==> src/rtl/shift_sequencer_if.sv <==
// shift_sequencer_if: request/result bus between a client and the shift sequencer
interface shift_sequencer_if #(
   parameter int WIDTH = 16,
   parameter int CNT_W = 4
);
   logic             start;
   logic [6:0]       ctrl_in;
   logic [CNT_W-1:0] cnt_in;
   logic [WIDTH-1:0] data_in;
   logic             busy;
   logic             done;
   logic [WIDTH-1:0] result;
   logic             carry_out;
   modport master (output start, ctrl_in, cnt_in, data_in, input busy, done, result, carry_out);
   modport slave  (input start, ctrl_in, cnt_in, data_in, output busy, done, result, carry_out);
endinterface

==> src/rtl/shift_sequencer.sv <==
// shift_sequencer: drives a single-step shifter N times, feeding its output back each cycle
module shift_sequencer #(
   parameter int WIDTH = 16,
   parameter int CNT_W = 4
) (
   input  logic             clk,
   input  logic             rst,
   shift_sequencer_if.slave bus,
   output logic             sh_rin,
   output logic             sh_lin,
   output logic             sh_ain,
   output logic             sh_bin,
   output logic             sh_cin,
   output logic             sh_din,
   output logic             sh_ein,
   output logic             sh_shs,
   output logic [WIDTH-1:0] sh_a_bus,
   input  logic [WIDTH-1:0] sh_out,
   input  logic             sh_cf
);
   typedef enum logic [1:0] {IDLE, SHIFT, DONE} state_t;
   state_t           state, state_nx;
   logic [WIDTH-1:0] work, work_nx, result_q;
   logic             carry, carry_nx, carry_out_q;
   logic [CNT_W-1:0] remaining;
   logic [6:0]       ctrl_q;
   logic             step;
   // A zero count passes once through SHIFT with the shifter disabled, so it
   // reaches DONE on the same edge a one-step operation would.
   assign step     = (state == SHIFT) && (remaining != '0);
   assign work_nx  = step ? sh_out : work;
   assign carry_nx = step ? sh_cf : carry;
   // State register
   always_ff @(posedge clk) begin
      if (rst) state <= IDLE;
      else     state <= state_nx;
   end
   // Next-state logic; undefined encodings fall back to IDLE
   always_comb begin
      state_nx = IDLE;
      case (state)
         IDLE:    state_nx = bus.start ? SHIFT : IDLE;
         SHIFT:   state_nx = (remaining > CNT_W'(1)) ? SHIFT : DONE;
         default: state_nx = IDLE;
      endcase
   end
   // Operand capture, per-step feedback, and result latch on entry to DONE
   always_ff @(posedge clk) begin
      if (rst) begin
         work        <= '0;
         carry       <= 1'b0;
         remaining   <= '0;
         ctrl_q      <= '0;
         result_q    <= '0;
         carry_out_q <= 1'b0;
      end else if (state == IDLE && bus.start) begin
         work      <= bus.data_in;
         ctrl_q    <= bus.ctrl_in;
         remaining <= bus.cnt_in;
         carry     <= 1'b0;
      end else if (state == SHIFT) begin
         work  <= work_nx;
         carry <= carry_nx;
         if (step) remaining <= remaining - CNT_W'(1);
         if (state_nx == DONE) begin
            result_q    <= work_nx;
            carry_out_q <= carry_nx;
         end
      end
   end
   assign sh_shs   = step;
   assign sh_a_bus = step ? work : '0;
   assign {sh_ein, sh_din, sh_cin, sh_bin, sh_ain, sh_lin, sh_rin} = step ? ctrl_q : 7'd0;
   assign bus.busy      = state != IDLE;
   assign bus.done      = state == DONE;
   assign bus.result    = result_q;
   assign bus.carry_out = carry_out_q;
endmodule
==> src/flat_wrapper.sv <==
// flat-port wrapper written by rule: the top's interface ports become plain ports
module shift_sequencer_flat 
#(
   parameter int WIDTH = 16,
   parameter int CNT_W = 4
)
  (clk, rst, sh_rin, sh_lin, sh_ain, sh_bin, sh_cin, sh_din, sh_ein, sh_shs, sh_a_bus, sh_out, sh_cf, bus_start, bus_ctrl_in, bus_cnt_in, bus_data_in, bus_busy, bus_done, bus_result, bus_carry_out);
  shift_sequencer_if #(.WIDTH(WIDTH), .CNT_W(CNT_W)) bus_i ();
  input  logic clk;
  input  logic rst;
  output logic sh_rin;
  output logic sh_lin;
  output logic sh_ain;
  output logic sh_bin;
  output logic sh_cin;
  output logic sh_din;
  output logic sh_ein;
  output logic sh_shs;
  output logic [WIDTH-1:0] sh_a_bus;
  input  logic [WIDTH-1:0] sh_out;
  input  logic sh_cf;
  input wire logic [$bits(bus_i.start)-1:0] bus_start;
  input wire logic [$bits(bus_i.ctrl_in)-1:0] bus_ctrl_in;
  input wire logic [$bits(bus_i.cnt_in)-1:0] bus_cnt_in;
  input wire logic [$bits(bus_i.data_in)-1:0] bus_data_in;
  output wire logic [$bits(bus_i.busy)-1:0] bus_busy;
  output wire logic [$bits(bus_i.done)-1:0] bus_done;
  output wire logic [$bits(bus_i.result)-1:0] bus_result;
  output wire logic [$bits(bus_i.carry_out)-1:0] bus_carry_out;
  assign bus_i.start = bus_start;
  assign bus_i.ctrl_in = bus_ctrl_in;
  assign bus_i.cnt_in = bus_cnt_in;
  assign bus_i.data_in = bus_data_in;
  assign bus_busy = bus_i.busy;
  assign bus_done = bus_i.done;
  assign bus_result = bus_i.result;
  assign bus_carry_out = bus_i.carry_out;
  shift_sequencer #(.WIDTH(WIDTH), .CNT_W(CNT_W)) u_core (.clk(clk), .rst(rst), .bus(bus_i), .sh_rin(sh_rin), .sh_lin(sh_lin), .sh_ain(sh_ain), .sh_bin(sh_bin), .sh_cin(sh_cin), .sh_din(sh_din), .sh_ein(sh_ein), .sh_shs(sh_shs), .sh_a_bus(sh_a_bus), .sh_out(sh_out), .sh_cf(sh_cf));
endmodule
==> config.mk <==
export PLATFORM = sky130hd
export DESIGN_NAME = shift_sequencer_flat
export DESIGN_NICKNAME = d
export VERILOG_FILES = /design/src/rtl/shift_sequencer_if.sv /design/src/rtl/shift_sequencer.sv /design/src/flat_wrapper.sv
export SDC_FILE = /design/constraint.sdc
export NUM_CORES = 1
export LEC_CHECK = 0
export CAP_MARGIN = 20
export CORE_MARGIN = 4
export CORE_UTILIZATION = 44
export CTS_CLUSTER_DIAMETER = 30
export DETAILED_ROUTE_END_ITERATION = 10
export GPL_ROUTABILITY_DRIVEN = 1
export PLACE_DENSITY = 0.8
export SLEW_MARGIN = 25
export SYNTH_ARGS = -nofsm -noshare
export SYNTH_HDL_FRONTEND = slang
export SYNTH_SLANG_ARGS = --single-unit
==> constraint.sdc <==
create_clock -name clk -period 2.27 [get_ports clk]
set_input_delay 0.3405 -clock clk [delete_from_list [all_inputs] [get_ports clk]]
set_output_delay 0.3405 -clock clk [all_outputs]
set_load 0.05 [all_outputs]
=== Word-level counts from Yosys, hierarchy flattened ===
Index checks and enable logic that the tools add are counted.

* Reductions and logical operators: 10
* Shift operators: 0
* $lt $le $gt $ge: 1
* Multiplexer cells: 12
* Add/sub/neg operators: 1
* Multiply operators: 0
* Bitwise gates (word level): 1
* Eq/ne operators: 3
* Div/mod/pow operators: 0

{| class="wikitable"
|+ Operators by type and width
! kind !! number
|-
| two-way mux 16 bit || 4
|-
| two-way mux 4 bit || 3
|-
| two-way mux 7 bit || 1
|-
| nonzero test 2 bit || 3
|-
| equality test 2 bit, second input constant || 2
|-
| greater-than comparator 4 x 1 -> 1 bit, second input constant || 1
|-
| one-hot mux 2 bit (2 select lines) || 1
|-
| nonzero test 4 bit || 1
|-
| subtractor 4 x 1 -> 4 bit, second input constant || 1
|-
| AND reduction 3 bit || 1
|-
| equality test 2 x 1 -> 1 bit, second input constant || 1
|-
| logical AND 1 bit || 2
|-
| zero test 2 bit || 1
|-
| two-way mux 1 bit || 2
|-
| two-way mux 2 bit || 1
|-
| AND reduction 2 bit || 1
|-
| OR reduction 2 bit || 1
|-
| inverter 1 bit || 1
|}

* ROM bits: 0
* Memories kept: 0
* Output and inout bits: 43
* RAM bits: 0
* Latch bits: 0
* Flip-flop bits (word level): 47

=== Logic depth before layout (Yosys ltp) ===
Gate-level depths: netlist of run 1.

* Word-level depth: 5
* Gate-level depth with buffers: 8

=== Least setup slack after synthesis of run 1 ===
Ideal clock, no wire load.

* Path kind: flip-flop to output port
* Start: reg u_core.remaining[0]
* End: out sh_shs
* Required time: 1929 ps
* Buffers on the path: 1
* Data arrival time: 1624 ps
* Stages on the path, launching flop included: 6
* Path slack: 306 ps
* Cell sequence: dfxtp_1 > inv_1 > ha_1 > nor3b_1 > clkbuf_1 > nor2_1

* Longest elaborated chain between the ends: 2

{| class="wikitable"
|+ Ends and longest elaborated chain
! item !! line !! RTL
|-
| start: declaration || shift_sequencer.sv:25 || <nowiki>logic [CNT_W-1:0] remaining;</nowiki>
|-
| start signal: assignment || shift_sequencer.sv:59 || <nowiki>remaining <= bus.cnt_in;</nowiki>
|-
| start signal: assignment || shift_sequencer.sv:64 || <nowiki>if (step) remaining <= remaining - CNT_W'(1);</nowiki>
|-
| nonzero test 4 bit || shift_sequencer.sv:30 || <nowiki>assign step = (state == SHIFT) && (remaining != '0);</nowiki>
|-
| logical AND 1 bit || shift_sequencer.sv:30 ||
|-
| end: declaration || flat_wrapper.sv:18 || <nowiki>output logic sh_shs;</nowiki>
|}

No other way between the ends.

=== Worst setup path after layout of run 1 ===
* Start: reg u_core.remaining[1]
* End: out sh_a_bus[7]

* Longest elaborated chain between the ends: 3

{| class="wikitable"
|+ Ends and longest elaborated chain
! item !! line !! RTL
|-
| nonzero test 4 bit || shift_sequencer.sv:30 ||
|-
| logical AND 1 bit || shift_sequencer.sv:30 ||
|-
| two-way mux 16 bit || shift_sequencer.sv:72 || <nowiki>assign sh_a_bus = step ? work : '0;</nowiki>
|-
| end: declaration || flat_wrapper.sv:19 || <nowiki>output logic [WIDTH-1:0] sh_a_bus;</nowiki>
|}

No other way between the ends.

==> impl_metrics.yaml, run 1 <==
status:
  status: "completed"
cts:
  cts_root_buf: "clkbuf_8"
  cts_tree: "yes"
  clock_latency_ps: 300
  ctsHoldBuffers: 0
  clk_pin_slew_ps: 90
  cts_num_sinks: 47
  cts_buffers: 5
  htree_num_levels: 2
  clockBufferDepth: 2
power_and_ir_drop:
  p_leak_nw: 1.36
  powerDensity_mw_per_mm2: 693
  ir_drop_mv: 0.403
  power_mw: 2.54
flow_run:
  drv_cap: 0
worst_setup_path:
  startpoint_type: "register"
  endpoint_kind: "primary output"
  cp_common_cell: "buf_12"
  cp_slowest_cell: "or3b_4"
  crit_fanout: 18
  max_stage_delay_ps: 410
  critical_path.cell_chain: "inv_1, ha_4, or3b_4, buf_12, and3_2, buf_12"
  crit_required_ps: 1930
  crit_family: "simple AND/OR/NAND/NOR gates"
  path_class: "register to primary output"
  crit_buf_inv: 3
  cp_data_arrival_time_ps: 1900
yosys:
  async_flop_share_pct: 0
  synth_top_area_cell: "dfxtp_1"
  synth_edf_count: 0
  yosysSeqAreaShare_pct: 39.8
  ys.flop_type: "dfxtp_1"
  netlist_area_mm2: 0.00236
  ys_ff_latch: 47
  yosysTopAreaCellShare_pct: 39.8
  syn_inst: 283
  syn_avg_cell_area_um2: 8.36
  ys_types: 38
  syn_nets: 333
  synth_area_leaders: "dfxtp_1, a31oi_1, nand2_1"
  yosys_warnings: 0
die:
  coreArea_mm2: 0.00517
  die_x_um: 81.3
  pin_count: 90
  die_height_um: 81.3
  placementRows: 26
  start_util_pct: 45.7
  dieArea_mm2: 0.00661
placement:
  numPortBuffers: 89
  place_area_mm2: 0.00351
  hpwl_um: 5120
  gp_congestion: 0.822
grt:
  antenna_found_initial: 0
  grt_pass1_wl_um: 11600
  gr-usage-all-layers_pct: 22.3
  grt_remaining_overflow: 0
  grt_start_max_net_pins: 44
  grt_pass1_vias: 2332
sta:
  finalCritPeriodShare_pct: 98.5
  finalHoldViolations: 0
  fin_worst_skew_ps: 7.86
  finalCriticalPeriod_ps: 2240
  slew_violations: 0
  slew_headroom_pct: 29.9
  fin_hold_ws_ps: 459
  worstMarginPinSlew_ps: 1050
  setup_viol: 0
  fmax_mhz: 447
cells_and_area:
  fin_util_pct: 70.8
  drive_gt1_share_pct: 17.7
  synthToLayoutAreaGrowth_pct: 54.9
  mostFrequentLayoutCells: "clkdlybuf4s50_1, dfxtp_1, nand2_1"
  num-nets-final: 411
  final_common_cell: "clkdlybuf4s50_1"
  final_area_mm2: 0.00366
  antenna_cells: 0
drt:
  vias: 2537
  drc: 0
  wl_um: 7430
  via_per_inst: 5.87
  drtPass1Iterations: 5
  wire_per_inst_um: 17.2
  drtAntennaViolNets: 0
  drt_iter0_markers: 194
worst_hold_path:
  hold_class: "register to register"
## where the power goes
part / switching [mW] / internal, mW
sequential: 0.0667 / 0.914
combinational: 0.615 / 0.436
clock: 0.292 / 0.216
## cells in the mapped netlist (3+ instances only)
master    number
dfxtp_1       47
nand2_1       40
a31oi_1       33
o21ai_0       25
and3_1        23
nand3_1       20
clkbuf_1      13
a311oi_1      10
a311oi_2       9
buf_2          9
a21oi_1        8
nor2_1         7
buf_4          4
inv_1          4
ha_1           3
## flip-flops by register name, summed over array words and instances (netlist names)
name and count:
u_core.bus.carry_out 1, u_core.bus.result 16, u_core.carry 1, u_core.ctrl_q 7, u_core.remaining 4, u_core.state 2, u_core.work 16
## path summary, 6_finish.rpt
| kind | from | endpoint | slack (ps) | depth (start not counted) |
|---|---|---|---|---|
| worst min register to register | u_core.ctrl_q[3] | u_core.ctrl_q[3] | 460 | 2 |
| worst min-delay path | u_core.ctrl_q[3] | u_core.ctrl_q[3] | 460 | 2 |
| worst max-delay path | u_core.remaining[1] | sh_a_bus[7] | 30 | 6 |
| worst max register to register | u_core.remaining[1] | u_core.bus.result[11] | 430 | 7 |
## layout make-up
cell class / count / area [um^2]
inverters: 4 / 15.0
multi-input cells: 201 / 1270
repair buffers: 102 / 1260
well taps: 70 / 87.6
flip-flops and latches: 47 / 941
fillers: 356 / 1510
clock inverters: 2 / 12.5
clock buffers: 6 / 72.6
## metal layers
metal / share of wire, % / up-vias / GRT usage, %
li1: - / 1202 / -
met1: 40 / 1207 / 27.5
met2: 51 / 109 / 38.1
met3: 6.0 / 19 / 3.88
met4: 3.2 / 0 / 8.95
met5: 0 / - / 0
## kinds of logic after synthesis
kind of cell             after synthesis  share of synthesized area (%)
flip-flops                            47                           39.8
buffers and inverters                 35                           7.83
adder cells (fa/ha/maj)                3                           1.59
AO/OA/AOI/OAI                         90                           26.9
AND/OR/NAND/NOR                      108                           23.9
## what timing repair did
item | CTS | global route
buffers inserted | 1 | 1
gates resized for setup | 3 | 2
cloned | 1 | 0
setup endpoints to repair | 19 | 23
## per-stage QoR
step	instances	TNS (ps)	worst slack, ps
after detailed placement	421	0	182
after global routing	432	-5.75	-5.75
after CTS	431	0	6.86
final	432	0	33.4
after floorplan	283	0	306
after global placement	421	0	248
## tightest hold or removal path: stages, from the launching register on
cell and delay (ps):
dfxtp_1 320, nand2_1 50, a21oi_1 50
Note: power is estimated with default switching activity, not from simulation.
==> run 2, diff against run 1 <==
CTS_BUF_LIST = sky130_fd_sc_hd__clkbuf_16   (was not set)
TNS_END_PERCENT = 30   (was not set)
==> impl_metrics.yaml, run 2 (same netlist as run 1, synthesis figures left out) <==
status:
  status: "completed"
grt:
  grt_remaining_overflow: 0
  grt_pass1_wl_um: 11300
  grt_pass1_vias: 2280
  grt_use_met2_pct: 36.6
  use_met1_pct: 27.4
  met3_usage_pct: 3.44
  grt.busiest_layer: "met2"
  grt_start_max_net_pins: 44
  antenna_found_initial: 0
  gr-usage-all-layers_pct: 21.6
sta:
  fin_setup_tns_ps: 0
  grt_setup_unrepaired: "no"
  fin_worst_skew_ps: 3.90
  finalCritPeriodShare_pct: 96.8
  worstMarginPinSlew_ps: 598
  fin_hold_ws_ps: 453
  finalHoldViolations: 0
  slew_headroom_pct: 60.1
  fmax_mhz: 455
  setup_viol: 0
  finalCriticalPeriod_ps: 2200
  slew_violations: 0
worst_setup_path:
  startpoint_type: "register"
  r2r-start: "u_core.remaining[0]"
  path_class: "register to primary output"
  rrSetupSlack_ps: 500
  crit_required_ps: 1930
  timing.rr.end: "u_core.bus.result[0]"
  crit_fanout: 35
  endpoint_kind: "primary output"
  r2r_cells: 5
  cp_data_arrival_time_ps: 1860
cells_and_area:
  mostFrequentLayoutCells: "clkdlybuf4s50_1, dfxtp_1, nand2_1"
  final_common_cell: "clkdlybuf4s50_1"
  synthToLayoutAreaGrowth_pct: 55.4
  fin_cells: 429
  drive_gt1_share_pct: 17.3
  num-nets-final: 408
  antenna_cells: 0
drt:
  drtAntennaViolNets: 0
  vias: 2487
  drc: 0
  via_per_inst: 5.80
  wl_um: 7260
  drtPass1Iterations: 5
  wire_per_inst_um: 16.9
  drt_iter0_markers: 255
cts:
  clk_pin_slew_ps: 60
  clock_latency_ps: 280
  post_cts_buffers: 0
  cts_root_buf: "clkbuf_16"
  cts_buffers: 5
  cts_tree: "yes"
  clockBufferDepth: 2
  cts_num_sinks: 47
  htree_num_levels: 2
worst_hold_path:
  holdPathStages: 2
  hold_path_end: "u_core.ctrl_q[3]"
  hold_start: "u_core.ctrl_q[3]"
  hold_class: "register to register"
placement:
  numPortBuffers: 89
  gp_congestion: 0.822
  dp_cells: 421
  hpwl_um: 5120
power_and_ir_drop:
  seqPwrFrac_pct: 36.5
  switching_share_pct: 36.5
  p_sw_mw: 0.982
  ir_drop_mv: 0.381
  p_leak_nw: 1.37
  power.share.clock_pct: 26.6
  comb_power_share_pct: 36.9
  p_int_mw: 1.71
  powerDensity_mw_per_mm2: 732
die:
  pin_count: 90
  start_util_pct: 45.7
  die_height_um: 81.3
  coreArea_mm2: 0.00517
  dieArea_mm2: 0.00661
  placementRows: 26
  die_x_um: 81.3
flow_run:
  drv_cap: 0
-- run 2: cell count changes in the layout (fill, tap and decap cells not counted), sizes merged --
cell	change
clkbuf	-1
bufbuf	-1
buf	-2
inv	+1
-- run 2: worst max-delay path by stage --
| stage | cells past startpoint | start | slack, ps | to |
|---|---|---|---|---|
| 5_1_grt | 6 | u_core.remaining[0] | 40 | sh_a_bus[7] |
| 3_3_place_gp | 4 | bus_start | 250 | u_core.work[8] |
| 4_1_cts | 6 | u_core.remaining[0] | 5 | sh_a_bus[7] |
| 6_report | 6 | u_core.remaining[0] | 70 | sh_a_bus[7] |
| 3_5_place_dp | 4 | bus_start | 180 | u_core.work[11] |
| 2_1_floorplan | 5 | u_core.remaining[0] | 310 | sh_shs |
-- run 2: per-layer routing --
metal	vias up	wire, um
met1	1176	2970
li1	1201	-
met3	13	404
met4	0	148
met5	-	0
met2	97	3730
-- run 2: worst max-delay path, stage by stage (launching register included) --
cell     delay (ps)
dfxtp_1         340
inv_2           100
ha_4            140
or3b_4          390
buf_12          180
and3_1          250
buf_12          170
-- run 2: what timing repair did --
action,4_1_cts,5_1_grt
setup endpoints to repair,2,23
hold buffers,0,0
gates resized for setup,1,4
cloned,0,0
hold endpoints to repair,0,0
-- run 2: layout make-up --
cell class	count	area [um^2]
flip-flops and latches	47	941
clock inverters	3	16.3
inverters	4	15.0
well taps	70	87.6
fillers	345	1500
multi-input cells	201	1280
clock buffers	5	125
repair buffers	99	1210
-- run 2: through the flow --
stage	cell area [um^2]	total power [mW]	util (%)	setup WS [ps]
floorplan	2360	1.61	-	306
global placement	3510	1.95	67.9	248
global route	3670	2.80	71.0	42.1
finish	3670	2.69	71.0	72.1
detailed placement	3510	1.98	67.9	182
CTS	3660	2.68	70.7	4.96
-- run 2: power groups by stage --
stage	Sequential, mW	Combinational [mW]	Clock [mW]
floorplan	1.10	0.510	0
global placement	0.991	0.959	0
detailed placement	0.996	0.979	0
CTS	0.978	0.986	0.717
global route	0.990	1.06	0.754
finish	0.981	0.993	0.716
==> run 3, diff against run 2 <==
CORE_MARGIN = not set   (was 4)
==> impl_metrics.yaml, run 3 (same netlist as run 1, synthesis figures left out) <==
worst_setup_path:
  startpoint_type: "register"
  cp_data_arrival_time_ps: 1890
  timing.rr.end: "u_core.work[0]"
  crit_required_ps: 1930
  path_class: "register to primary output"
  crit_fanout: 18
  r2r_cells: 3
  endpoint_kind: "primary output"
  rrSetupSlack_ps: 500
  r2r-start: "u_core.state[0]"
sta:
  setup_viol: 0
  slew_violations: 0
  fmax_mhz: 448
  grt_setup_unrepaired: "no"
  finalCriticalPeriod_ps: 2230
  fin_setup_tns_ps: 0
  fin_worst_skew_ps: 5.66
  worstMarginPinSlew_ps: 1070
  fin_ws_ps: 39.5
  fin_hold_ws_ps: 423
  slew_headroom_pct: 28.4
  finalHoldViolations: 0
  finalCritPeriodShare_pct: 98.3
cts:
  htree_num_levels: 2
  cts_buffers: 5
  cts_num_sinks: 47
  clockBufferDepth: 2
  cts_root_buf: "clkbuf_16"
  clk_pin_slew_ps: 60
  cts_tree: "yes"
  clock_latency_ps: 290
grt:
  grt.busiest_layer: "met2"
  antenna_found_initial: 0
  grt_pass1_wl_um: 11600
  use_met1_pct: 33.6
  gr-usage-all-layers_pct: 27.0
  grt_remaining_overflow: 0
  grt_pass1_vias: 2425
  met3_usage_pct: 5.69
  grt_use_met2_pct: 44.9
  grt_start_max_net_pins: 38
cells_and_area:
  final_common_cell: "clkdlybuf4s50_1"
  fin_cells: 430
  num-nets-final: 409
  nFillCells: 403
  multi_input_area_mm2: 0.00128
  mostFrequentLayoutCells: "clkdlybuf4s50_1, dfxtp_1, nand2_1"
  antenna_cells: 0
  drive_gt1_share_pct: 17.5
  synthToLayoutAreaGrowth_pct: 56.2
  seq_area_um2: 942
die:
  die_x_um: 75.3
  pin_count: 90
  die_height_um: 75.3
  dieArea_mm2: 0.00567
  start_util_pct: 46.0
  coreArea_mm2: 0.00514
  placementRows: 26
placement:
  place_ws_ps: 199
  hpwl_um: 4830
  dp_cells: 420
  gp_congestion: 0.824
  numPortBuffers: 89
drt:
  drtPass1Iterations: 5
  drtAntennaViolNets: 0
  drt_iter0_markers: 226
  wl_um: 7460
  via_per_inst: 6.01
  wire_per_inst_um: 17.3
  drc: 0
  vias: 2583
worst_hold_path:
  hold_start: "rst"
  hold_path_end: "u_core.ctrl_q[0]"
  hold_class: "primary input to register"
  holdPathStages: 2
power_and_ir_drop:
  powerDensity_mw_per_mm2: 737
  ir_drop_mv: 0.447
  p_leak_nw: 1.36
flow_run:
  drv_cap: 0
status:
  status: "completed"
## run 3: timing repair
action | in CTS | in global routing
cloned | 0 | 1
hold buffers | 0 | 0
setup buffers | 1 | 0
endpoints found under the setup margin | 20 | 23
gates resized for setup | 1 | 6
## run 3: metrics by stage
| stage | utilization [%] | power (mW) | instance area [um^2] |
|---|---|---|---|
| 2_1_floorplan | - | 1.61 | 2360 |
| 3_3_place_gp | 68.0 | 1.93 | 3490 |
| 3_5_place_dp | 68.0 | 1.95 | 3490 |
| 4_1_cts | 70.9 | 2.67 | 3640 |
| 5_1_grt | 71.9 | 2.84 | 3690 |
| 6_report | 71.9 | 2.72 | 3690 |
## run 3: how the worst max path moves through the flow
stage	startpoint	endpoint	slack, ps	depth (start not counted)
finish	u_core.remaining[1]	sh_a_bus[10]	40	6
global route	u_core.remaining[1]	sh_a_bus[15]	5	6
CTS	u_core.remaining[0]	sh_a_bus[6]	10	6
detailed placement	bus_start	u_core.work[1]	200	4
global placement	bus_start	u_core.work[1]	250	4
floorplan	u_core.remaining[0]	sh_shs	310	5
## run 3: layout make-up
cell class,instances,share of cell area (%)
clock buffers,5,3.39
flip-flops and latches,47,25.5
inverters,4,0.407
well taps,70,2.37
repair buffers,100,33.2
clock inverters,3,0.407
multi-input cells,201,34.7
## run 3: critical path, cell delays in order, from the launching register on
cell	delay (ps)
dfxtp_1	320
inv_1	140
ha_4	160
or3b_4	430
clkbuf_16	210
and3_4	200
buf_12	140
## run 3: power breakdown
| group | switching [mW] | total, mW | internal, mW | leakage (nW) |
|---|---|---|---|---|
| Clock | 0.313 | 0.713 | 0.401 | 0.0649 |
| Combinational | 0.621 | 1.03 | 0.405 | 0.911 |
| Sequential | 0.0666 | 0.982 | 0.915 | 0.386 |
## run 3: layer usage
layer  up-vias  share of wire [%]  routed length, um
met3        15                7.2                538
met4         0                2.2                161
met2       140                 51               3800
li1       1207                  -                  -
met1      1221                 40               2950
met5         -                  0                  0
